**src/rtl/npc_lsu_pkg.sv**
```systemverilog
// npc_lsu_pkg: funct3 encodings, FSM states and access-size helper shared by the LSU
package npc_lsu_pkg;
  localparam logic [2:0] F3_B  = 3'b000;
  localparam logic [2:0] F3_H  = 3'b001;
  localparam logic [2:0] F3_W  = 3'b010;
  localparam logic [2:0] F3_D  = 3'b011;
  localparam logic [2:0] F3_BU = 3'b100;
  localparam logic [2:0] F3_HU = 3'b101;
  localparam logic [2:0] F3_WU = 3'b110;
  typedef enum logic [1:0] {IDLE, REQ, WAIT, RESP} state_t;
  function automatic logic [3:0] size_bytes(input logic [2:0] funct3);
    return 4'd1 << funct3[1:0];
  endfunction
endpackage

```
**src/rtl/npc_lsu_align.sv**
```systemverilog
// npc_lsu_align: byte-lane placement for stores, extraction/extension for loads, legality check
module npc_lsu_align import npc_lsu_pkg::*; #(
  parameter int DATA_W = 32,
  localparam int NB = DATA_W / 8,
  localparam int OW = $clog2(NB)
) (
  input  logic              wen,
  input  logic [2:0]        funct3,
  input  logic [OW-1:0]     off,
  input  logic [DATA_W-1:0] wdata,
  input  logic [DATA_W-1:0] rdata,
  output logic              ok,
  output logic [NB-1:0]     wmask,
  output logic [DATA_W-1:0] sdata,
  output logic [DATA_W-1:0] ldata
);
  localparam bit W64 = DATA_W == 64;
  logic [8:0] lanes;
  logic [DATA_W-1:0] sh;
  logic legal, sgn;
  assign lanes = (9'd1 << size_bytes(funct3)) - 9'd1;
  assign legal = wen ? (funct3 inside {F3_B, F3_H, F3_W} || (W64 && funct3 == F3_D))
                     : (funct3 inside {F3_B, F3_H, F3_W, F3_BU, F3_HU} || (W64 && funct3 inside {F3_D, F3_WU}));
  assign ok = legal && (off & OW'(size_bytes(funct3) - 4'd1)) == '0;
  assign wmask = NB'(lanes[7:0]) << off;
  assign sdata = wdata << {off, 3'b000};
  assign sh = rdata >> {off, 3'b000};
  assign sgn = !funct3[2];
  assign ldata = funct3[1:0] == 2'd0 ? (sgn ? DATA_W'($signed(sh[7:0]))  : DATA_W'(sh[7:0]))  :
                 funct3[1:0] == 2'd1 ? (sgn ? DATA_W'($signed(sh[15:0])) : DATA_W'(sh[15:0])) :
                 funct3[1:0] == 2'd2 ? (sgn ? DATA_W'($signed(sh[31:0])) : DATA_W'(sh[31:0])) : sh;
endmodule

```
**src/rtl/npc_lsu.sv**
```systemverilog
// npc_lsu: multi-cycle load/store unit with valid/ready handshakes and a bus timeout
module npc_lsu import npc_lsu_pkg::*; #(
  parameter int ADDR_W  = 32,
  parameter int DATA_W  = 32,
  parameter int TIMEOUT = 255
) (
  input  logic                clk,
  input  logic                rst,
  input  logic                req_valid,
  output logic                req_ready,
  input  logic                req_wen,
  input  logic [2:0]          req_funct3,
  input  logic [ADDR_W-1:0]   req_addr,
  input  logic [DATA_W-1:0]   req_wdata,
  output logic                resp_valid,
  output logic [DATA_W-1:0]   resp_rdata,
  output logic                resp_err,
  output logic                mem_valid,
  input  logic                mem_ready,
  output logic                mem_wen,
  output logic [ADDR_W-1:0]   mem_addr,
  output logic [DATA_W-1:0]   mem_wdata,
  output logic [DATA_W/8-1:0] mem_wmask,
  input  logic                mem_rvalid,
  input  logic [DATA_W-1:0]   mem_rdata
);
  localparam int NB = DATA_W / 8;
  localparam int OW = $clog2(NB);
  localparam int CW = $clog2(TIMEOUT + 1);
  state_t state, nxt;
  logic [CW-1:0] cnt;
  logic wen_r, err_r, idle, tmo, ok, a_wen;
  logic [2:0] f3_r, a_f3;
  logic [OW-1:0] a_off;
  logic [ADDR_W-1:0] addr_r;
  logic [DATA_W-1:0] wdata_r, rdata_r, sdata, ldata;
  logic [NB-1:0] wmask;
  assign idle = state == IDLE;
  assign tmo = cnt == CW'(TIMEOUT - 1);
  assign a_wen = idle ? req_wen : wen_r;
  assign a_f3 = idle ? req_funct3 : f3_r;
  assign a_off = idle ? req_addr[OW-1:0] : addr_r[OW-1:0];
  npc_lsu_align #(.DATA_W(DATA_W)) u_align (
    .wen(a_wen), .funct3(a_f3), .off(a_off), .wdata(wdata_r), .rdata(mem_rdata),
    .ok(ok), .wmask(wmask), .sdata(sdata), .ldata(ldata)
  );
  // next-state: illegal requests skip the bus; the awaited event beats the timeout
  always_comb begin
    nxt = state;
    case (state)
      IDLE:    nxt = req_valid ? (ok ? REQ : RESP) : IDLE;
      REQ:     nxt = mem_ready ? (wen_r ? RESP : WAIT) : (tmo ? RESP : REQ);
      WAIT:    nxt = (mem_rvalid || tmo) ? RESP : WAIT;
      RESP:    nxt = IDLE;
      default: nxt = IDLE;
    endcase
  end
  // state, timeout counter and captured access fields
  always_ff @(posedge clk) begin
    if (rst) begin
      state <= IDLE;
      cnt <= '0;
      wen_r <= 1'b0;
      err_r <= 1'b0;
      f3_r <= '0;
      addr_r <= '0;
      wdata_r <= '0;
      rdata_r <= '0;
    end else begin
      state <= nxt;
      cnt <= (state == REQ || state == WAIT) ? cnt + 1'b1 : '0;
      if (idle && req_valid) begin
        wen_r <= req_wen;
        f3_r <= req_funct3;
        addr_r <= req_addr;
        wdata_r <= req_wdata;
        err_r <= !ok;
        rdata_r <= '0;
      end
      if (tmo && ((state == REQ && !mem_ready) || (state == WAIT && !mem_rvalid))) err_r <= 1'b1;
      if (state == WAIT && mem_rvalid) rdata_r <= ldata;
    end
  end
  assign req_ready = idle;
  assign resp_valid = state == RESP;
  assign resp_rdata = resp_valid ? rdata_r : '0;
  assign resp_err = resp_valid && err_r;
  assign mem_valid = state == REQ;
  assign mem_wen = mem_valid && wen_r;
  assign mem_addr = {addr_r[ADDR_W-1:OW], OW'(0)};
  assign mem_wmask = mem_wen ? wmask : '0;
  assign mem_wdata = mem_wen ? sdata : '0;
endmodule

```
**config.mk**
```make
export PLATFORM = sky130hd
export DESIGN_NAME = npc_lsu
export DESIGN_NICKNAME = d
export VERILOG_FILES = /design/src/rtl/npc_lsu_pkg.sv /design/src/rtl/npc_lsu_align.sv /design/src/rtl/npc_lsu.sv
export SDC_FILE = /design/constraint.sdc
export NUM_CORES = 1
export LEC_CHECK = 0
export BUFFER_PORTS_ARGS = -buffer_cell sky130_fd_sc_hd__buf_2
export CORE_MARGIN = 2
export CORE_UTILIZATION = 50
export DETAILED_ROUTE_END_ITERATION = 8
export PLACE_DENSITY_LB_ADDON = 0.3
export SLEW_MARGIN = 0
export SYNTH_ARGS = -nofsm -noshare
export SYNTH_HDL_FRONTEND = slang
export SYNTH_SLANG_ARGS = --single-unit
```
**constraint.sdc**
```tcl
create_clock -name clk -period 3.4 [get_ports clk]
set_clock_uncertainty 0.1 [all_clocks]
set_input_delay 0.68 -clock clk [delete_from_list [all_inputs] [get_ports clk]]
set_output_delay 0.68 -clock clk [all_outputs]
set_load 0.02 [all_outputs]
```
==> results of run 1 <==
-- what timing repair did --
action | in CTS | in global routing
setup endpoints to repair | 17 | 36
gates resized for setup | 3 | 2
setup buffers | 0 | 3
pin swaps | 0 | 0
-- Yosys cell counts (2+ instances only) --
master / number
a22o_1: 9
o21ai_1: 2
mux2_2: 3
nand2_1: 216
a221oi_1: 2
xor2_1: 5
buf_2: 13
nor2_1: 41
buf_1: 2
o21ai_0: 19
a21oi_1: 97
nor2b_1: 2
a32o_1: 16
buf_6: 4
ha_1: 6
a22oi_1: 2
mux2i_1: 24
inv_1: 6
nor3b_1: 3
mux2i_4: 2
nand2b_1: 5
dfxtp_1: 111
a32oi_1: 9
nor3_1: 4
clkbuf_1: 38
nand3_1: 10
and2_1: 37
and3_1: 17
buf_4: 34
a211oi_1: 9
-- report_power, final --
part	internal (mW)	leakage, nW	switching, mW
Combinational	0.419	2.20	0.728
Clock	0.587	0.151	0.510
Sequential	1.42	0.906	0.0847
Total	2.43	3.25	1.32
-- registers in the layout, summed over array words and instances, names as in the netlist --
| register | cells |
|---|---|
| rdata_r | 32 |
| cnt | 8 |
| err_r | 1 |
| state | 2 |
| wdata_r | 32 |
| addr_r | 32 |
| wen_r | 1 |
| f3_r | 3 |
-- cell families after synthesis --
group	count (synthesis)
simple gates	341
xor+xnor	6
compound gates	171
mux	30
buf+inv	97
fa+ha+maj	6
flops	111
other cells	1
-- through the flow --
stage | utilization [%] | hold slack, ns | power, mW | cell area, um^2 | instances
floorplan | - | 0.334 | 2.38 | 5790 | 764
global placement | 58.3 | 0.339 | 2.64 | 6630 | 1039
detailed placement | 58.3 | 0.343 | 2.65 | 6630 | 1039
CTS | 61.1 | 0.354 | 3.74 | 6940 | 1055
global route | 61.3 | 0.375 | 3.96 | 6970 | 1059
finish | 61.3 | 0.352 | 3.75 | 6970 | 1059
-- how the worst min path moves through the flow --
stage,endpoint,slack (ns),depth (start not counted)
6_report,addr_r[24],0.35,2
5_1_grt,addr_r[19],0.38,2
4_1_cts,addr_r[30],0.35,2
3_5_place_dp,addr_r[30],0.34,2
3_3_place_gp,addr_r[18],0.34,2
2_1_floorplan,rdata_r[16],0.33,1
-- cells in the final DEF, fill, tap and decap left out, types with 9 or more instances in the layout --
cell / netlist / layout
nand2_1: 216 / 215
buf_2: 13 / 207
dfxtp_1: 111 / 111
a21oi_1: 97 / 96
nor2_1: 41 / 40
and2_1: 37 / 36
mux2i_1: 24 / 24
o21ai_0: 19 / 19
buf_4: 34 / 18
and3_1: 17 / 17
a32o_1: 16 / 16
nand3_1: 10 / 10
a211oi_1: 9 / 9
a22o_1: 9 / 9
a32oi_1: 9 / 9
clkbuf_16: 0 / 9
-- routing by layer --
| layer | up-vias | part of all wire (%) | GRT usage, % |
|---|---|---|---|
| li1 | 2832 | - | - |
| met1 | 2596 | 46 | 36.1 |
| met2 | 234 | 45 | 39.1 |
| met3 | 21 | 7.5 | 6.59 |
| met4 | 0 | 1.7 | 6.58 |
| met5 | - | 0 | 0 |
-- tightest hold or removal path: stages (launching register included) --
cell	delay (ns)
dfxtp_1	0.31
nand2_1	0.05
a21oi_1	0.05
-- area by class of cell --
type / count / area [um^2] / area share, %
well taps: 143 / 179 / 2.57
flip-flops and latches: 111 / 2220 / 31.9
diodes: 1 / 2.50 / 0.0359
repair buffers: 226 / 1190 / 17.1
clock inverters: 6 / 75.1 / 1.08
inverters: 6 / 22.5 / 0.323
multi-input cells: 556 / 3050 / 43.8
clock buffers: 10 / 229 / 3.28
==> results.toml, run 1 <==
[global_routing]
grt_overflow_total = 0
grtUsageTotal_pct = 25.5
antenna_found_initial = 1
grt_pass1_wl_mm = 26.1
grt_max_degree = 70
grt_pass1_vias = 5187

[worst_setup_path]
reg2regPathDepth = 7
required_ns = 2.62
r2r-end = "rdata_r[20]"
path_class = "flop to output pin"
crit_buf_inv = 3
critical_path_cell_count = 7
crit_chain = "inv_1 > ha_2 > buf_4 > nor3_1 > a21o_1 > a221oi_1 > buf_2"
cp_top_family = "compound AO/OA/AOI/OAI gates"
r2r_start = "state[0]"
crit_path_end_kind = "output pin"
cp.arrival_ns = 2.37
crit_end = "mem_wmask[3]"
rrSetupSlack_ns = 0.40
crit_start = "state[0]"
cp_max_fo = 16
slowest_delay_ns = 0.36
crit_slowest_cell = "a221oi_1"
startpoint_type = "flop"

[place]
routabilityCongestion = 0.886
portBuffers = 207
dp_slack_ns = 0.333
dp.final_hpwl_mm = 11.4

[floorplanning]
fp-row-count = 39
ios = 210
start_util_pct = 50.9
fp.dieW_um = 112
core_um2 = 11400
dieArea_um2 = 12400
die_h_um = 112

[worst_hold_path]
worstHoldStart = "addr_r[24]"
worstHoldPathType = "flop to flop"

[clock_tree]
cts_buffers = 9
clock_path_buffers = 2
cts_hold_buf = 0
insertion_delay_ns = 0.36
clkSinkCount = 111
path_clk_slew_ns = 0.08
htreeDepth = 3
clockRootBuffer = "clkbuf_16"
cts_tree = "yes"

[logic_synthesis]
synth_enable_flop_cells = 0
post_synth_mux_area_share_pct = 5.78
synthCells = 763
synthTopCellsByArea = "dfxtp_1, nand2_1, a21oi_1"
synth_simple_gate_area_share_pct = 25.7
synth-xor-area-share_pct = 0.909
synth-adder-area-share_pct = 1.30
synth_top_family_by_area = "simple AND/OR/NAND/NOR gates"
synth_top_area_share_pct = 38.4
synth_cell_type_count = 45
synth.avg_cell_area_um2 = 7.58
synth-main-ff-cell = "dfxtp_1"
async_flop_share_pct = 0
yosys_warnings = 0
synth_top_area_cell = "dfxtp_1"
synth_seq_cells = 111
yosysSeqAreaShare_pct = 38.4
synthesis.area_um2 = 5780
synth_compound_area_share_pct = 18.5

[timing]
tightest_slew_ns = 0.919
rsz0062_at_grt = "no"
slew_violations = 0
finalCritPeriodShare_pct = 92.7
timing.fmax_mhz = 317
slew_headroom_pct = 38.7
hold_violations = 0
setup_ws_ns = 0.250
period_minus_slack_ns = 3.15
fin_tns_setup_ns = 0
setup_viol = 0

[layout]
nFillCells = 1083
drive_gt1_share_pct = 28.1
nNetsFinal = 1021
areaGrowthSynthToFinish_pct = 20.6

[route]
wire_per_inst_um = 15.3
vias_per_cell = 5.37
drtAntennaViolNets = 0
drc = 0
first_pass_iters = 5
drt-total-wl_mm = 16.2
drt_iter0_markers = 528
vias = 5683

[run]
drv_cap = 0

[pwr]
peakVddDrop_mv = 0.454
power_density_nw_per_um2 = 538
p_leak_nw = 3.25

[status]
status = "complete, no violations"
Note: power is estimated with default switching activity, not from simulation.
==> inputs of run 2 (changes only) <==
==> constraint.sdc (replaced) <==
create_clock -name clk -period 3.4 [get_ports clk]
set_clock_uncertainty 0.1 [all_clocks]
set_input_delay 0.34 -clock clk [delete_from_list [all_inputs] [get_ports clk]]
set_output_delay 0.34 -clock clk [all_outputs]
set_load 0.02 [all_outputs]
==> run 2 against run 1 <==
Effect of this change:
- clock-buffer cell count down 1
- sequential cell count unchanged
- fmax grew 2.6%
- wire length decreased by 3.4%
==> results.toml, run 2 (synthesized netlist as in run 1, its figures left out) <==
[status]
status = "complete, no violations"

[floorplanning]
die_h_um = 112
core_um2 = 11400
start_util_pct = 50.9
ios = 210
fp-row-count = 39
dieArea_um2 = 12400
fp.dieW_um = 112

[global_routing]
grt_max_degree = 69
grtUsageTotal_pct = 24.6
grt_pass1_wl_mm = 25.3
grt_pass1_vias = 5107
antenna_found_initial = 0
grt_overflow_total = 0

[layout]
top_regs = "addr_r x32, rdata_r x32, wdata_r x32"
areaGrowthSynthToFinish_pct = 19.5
nNetsFinal = 1015
fin_cells = 1052
drive_gt1_share_pct = 27.4
design_area_um2 = 6910
layout_commonest_cell = "nand2_1"
layout_common_cells = "nand2_1, buf_2, dfxtp_1"
antenna_cells = 0

[pwr]
peakVddDrop_mv = 0.400
p_switching_mw = 1.31
p_int_mw = 2.40
power_density_nw_per_um2 = 537
power_frac_clock_pct = 29.5
p_comb_share_pct = 29.8
fin_total_pwr_mw = 3.71
p_sw_share_pct = 35.2
p_seq_share_pct = 40.6
p_leak_nw = 3.22

[clock_tree]
clock_path_buffers = 2
path_clk_slew_ns = 0.08
cts_setup_buffers = 0
htreeDepth = 3
cts_resized = 0
cts_tree = "yes"
cts_hold_buf = 0
clkSinkCount = 111
cts_buffers = 9
clockRootBuffer = "clkbuf_16"
insertion_delay_ns = 0.35

[timing]
slew_violations = 0
hold_violations = 0
finalCritPeriodShare_pct = 90.3
slew_headroom_pct = 40.5
setup_ws_ns = 0.329
fin_tns_setup_ns = 0
setup_viol = 0
rsz0062_at_grt = "no"
period_minus_slack_ns = 3.07
timing.fmax_mhz = 326
tightest_slew_ns = 0.892

[run]
drv_cap = 0

[place]
dp.final_hpwl_mm = 11.1
placed_area_um2 = 6600
dp_cells = 1036
portBuffers = 207
dp_slack_ns = 0.591
routabilityCongestion = 0.916

[route]
wire_per_inst_um = 14.8
drt_iter0_markers = 469
drc = 0
vias_per_cell = 5.33
first_pass_iters = 6
drtAntennaViolNets = 0
drt-total-wl_mm = 15.6
vias = 5612

[worst_setup_path]
required_ns = 2.96
cp.arrival_ns = 2.63
startpoint_type = "flop"
path_class = "flop to output pin"
crit_path_end_kind = "output pin"
cp_max_fo = 21

[worst_hold_path]
worstHoldPathType = "input pin to flop"
## run 2: worst paths after layout
check | slack (ns) | from | depth (start not counted) | end
setup / recovery | 0.33 | state[0] | 6 | mem_wdata[6]
hold / removal | 0.12 | req_addr[12] | 3 | addr_r[12]
setup reg to reg | 0.54 | state[0] | 8 | rdata_r[22]
hold reg to reg | 0.35 | addr_r[5] | 2 | addr_r[5]
## run 2: routing by layer
| layer | vias up | wire length (um) | track usage [%] |
|---|---|---|---|
| met5 | - | 0 | 0 |
| met4 | 0 | 245 | 6.67 |
| met3 | 19 | 1160 | 5.88 |
| met2 | 228 | 6980 | 38.3 |
| met1 | 2548 | 7230 | 34.5 |
| li1 | 2817 | - | - |
## run 2: power by group through the flow
stage | logic (mW) | clock network (mW) | registers [mW]
2_1_floorplan | 0.871 | 0 | 1.51
3_3_place_gp | 1.09 | 0 | 1.53
3_5_place_dp | 1.10 | 0 | 1.54
4_1_cts | 1.10 | 1.11 | 1.51
5_1_grt | 1.23 | 1.16 | 1.52
6_report | 1.11 | 1.10 | 1.51
## run 2: layout make-up
| type | instances | area [um^2] |
|---|---|---|
| fillers | 1069 | 4460 |
| multi-input cells | 556 | 3030 |
| well taps | 143 | 179 |
| inverters | 6 | 22.5 |
| flip-flops and latches | 111 | 2220 |
| clock inverters | 7 | 78.8 |
| clock buffers | 9 | 225 |
| repair buffers | 220 | 1150 |
## run 2: stage by stage
stage	util (%)	hold slack (ns)
CTS	60.8	0.111
finish	60.8	0.116
detailed placement	58.1	0.343
global placement	58.1	0.339
floorplan	-	0.334
global route	60.8	0.115
## run 2: worst max-delay path, cell delays in order, from the launching register on
cell and delay (ns):
dfxtp_1 0.33, inv_1 0.08, ha_1 0.39, mux2_2 0.60, nor2_1 0.49, and3_1 0.22
buf_2 0.16
==> inputs of run 3 (changes only) <==
--- a/config.mk
+++ b/config.mk
@@ -8,8 +8,11 @@
 export BUFFER_PORTS_ARGS = -buffer_cell sky130_fd_sc_hd__buf_2
 export CORE_MARGIN = 2
 export CORE_UTILIZATION = 50
+export CTS_CLUSTER_DIAMETER = 100
 export DETAILED_ROUTE_END_ITERATION = 8
 export PLACE_DENSITY_LB_ADDON = 0.3
+export REMOVE_ABC_BUFFERS = 1
+export SKIP_CTS_REPAIR_TIMING = 1
 export SLEW_MARGIN = 0
 export SYNTH_ARGS = -nofsm -noshare
 export SYNTH_HDL_FRONTEND = slang
==> run 3 against run 2 <==
Effect of this change:
- hold slack got worse by 0.0034 ns
- final cell count about the same
- worst setup slack got worse by 0.12 ns
- non-clock buffer count increased by 1
- via count increased by 2.0%
- clock-buffer cell count increased by 4
- fmax decreased by 3.8%
- critical path type unchanged
==> results.toml, run 3 (synthesized netlist as in run 1, its figures left out) <==
[pwr]
peakVddDrop_mv = 0.350
fin_total_pwr_mw = 3.79
p_leak_nw = 3.24
power_density_nw_per_um2 = 545

[layout]
areaGrowthSynthToFinish_pct = 20.0
layout_common_cells = "nand2_1, buf_2, dfxtp_1"
nNetsFinal = 1016
antenna_cells = 0
drive_gt1_share_pct = 27.4
design_area_um2 = 6940
finish.utilization_pct = 61.0
top_regs = "addr_r x32, rdata_r x32, wdata_r x32"
layout_commonest_cell = "nand2_1"

[worst_setup_path]
crit_path_end_kind = "output pin"
cp_max_fo = 15
path_class = "flop to output pin"
required_ns = 2.96
startpoint_type = "flop"
r2r_start = "state[0]"
reg2regPathDepth = 8
rrSetupSlack_ns = 0.56
cp.arrival_ns = 2.75
r2r-end = "rdata_r[20]"

[global_routing]
grt_overflow_total = 0
grtUsageTotal_pct = 26.6
grt_max_degree = 69
antenna_found_initial = 0
grt_pass1_vias = 5423
grt_pass1_wl_mm = 27.0

[route]
first_pass_iters = 5
wire_per_inst_um = 15.7
vias_per_cell = 5.44
drc = 0
drt_iter0_markers = 363
drtAntennaViolNets = 0
drt-total-wl_mm = 16.5
vias = 5725

[floorplanning]
fp.dieW_um = 112
dieArea_um2 = 12400
start_util_pct = 50.9
ios = 210
die_h_um = 112
fp-row-count = 39
core_um2 = 11400

[timing]
whs_ns = 0.113
timing.fmax_mhz = 313
period_minus_slack_ns = 3.19
setup_viol = 0
tightest_slew_ns = 0.974
slew_headroom_pct = 35.0
rsz0062_at_grt = "no"
hold_violations = 0
slew_violations = 0
finalCritPeriodShare_pct = 93.9

[worst_hold_path]
worstHoldPathType = "input pin to flop"
worstHoldEndpoint = "addr_r[16]"
worstHoldStart = "req_addr[16]"
holdPathStages = 3

[place]
portBuffers = 207
dp.final_hpwl_mm = 11.3
routabilityCongestion = 0.824
placed_area_um2 = 6620

[clock_tree]
cts_tree = "yes"
clock_path_buffers = 2
clkSinkCount = 111
htreeDepth = 3
path_clk_slew_ns = 0.07
insertion_delay_ns = 0.35
cts_buffers = 9
clockRootBuffer = "clkbuf_16"

[run]
drv_cap = 0

[status]
status = "complete, no violations"
==> run 3: cell count changes in the layout (fill, tap and decap cells not counted), sizes merged <==
cell and delta:
clkinvlp -1, clkinv -1, clkbuf +4, buf +1, inv -3, bufinv +1
==> run 3: per-layer routing <==
metal | global-route usage [%] | wire length (um) | up-vias
met3 | 8.33 | 1560 | 34
met2 | 42.3 | 7390 | 262
met1 | 34.5 | 7260 | 2599
li1 | - | - | 2830
met5 | 0 | 0 | -
met4 | 8.89 | 336 | 0
==> run 3: critical path, stage by stage (launching register included) <==
cell and delay [ns]:
dfxtp_1 0.33, inv_1 0.08, ha_1 0.16, buf_4 0.18, mux2_2 0.46, nor2_2 0.72
a21oi_1 0.16, nor2_1 0.13, buf_2 0.18
==> run 3: power breakdown <==
part	leakage, nW	switching, mW	internal [mW]
clock network	0.160	0.470	0.686
logic	2.17	0.729	0.396
registers	0.906	0.0800	1.42
total	3.24	1.28	2.51
==> run 3: through the flow <==
step                cells  TNS, ns  worst slack [ns]
finish               1053        0             0.209
CTS                  1053        0             0.206
floorplan             673    -8.82            -0.372
detailed placement   1037        0             0.596
global placement     1037        0             0.628
global route         1053        0            0.0150
==> run 3: final cells by class <==
class                      instances  area, um^2
sequential                       111        2220
fill                            1094        4430
clock inverter                     3        65.1
inverter                           6        22.5
multi-input combinational        556        3040
tap                              143         179
timing repair buffer             221        1150
clock buffer                      13         260
==> run 3: how the worst max path moves through the flow <==
stage / startpoint / endpoint / slack (ns)
finish: state[0] / mem_wdata[21] / 0.21
CTS: state[0] / mem_wdata[21] / 0.21
global placement: state[0] / mem_wdata[21] / 0.63
floorplan: state[0] / rdata_r[10] / -0.37
global route: state[0] / mem_wdata[21] / 0.01
detailed placement: state[0] / mem_wdata[21] / 0.60
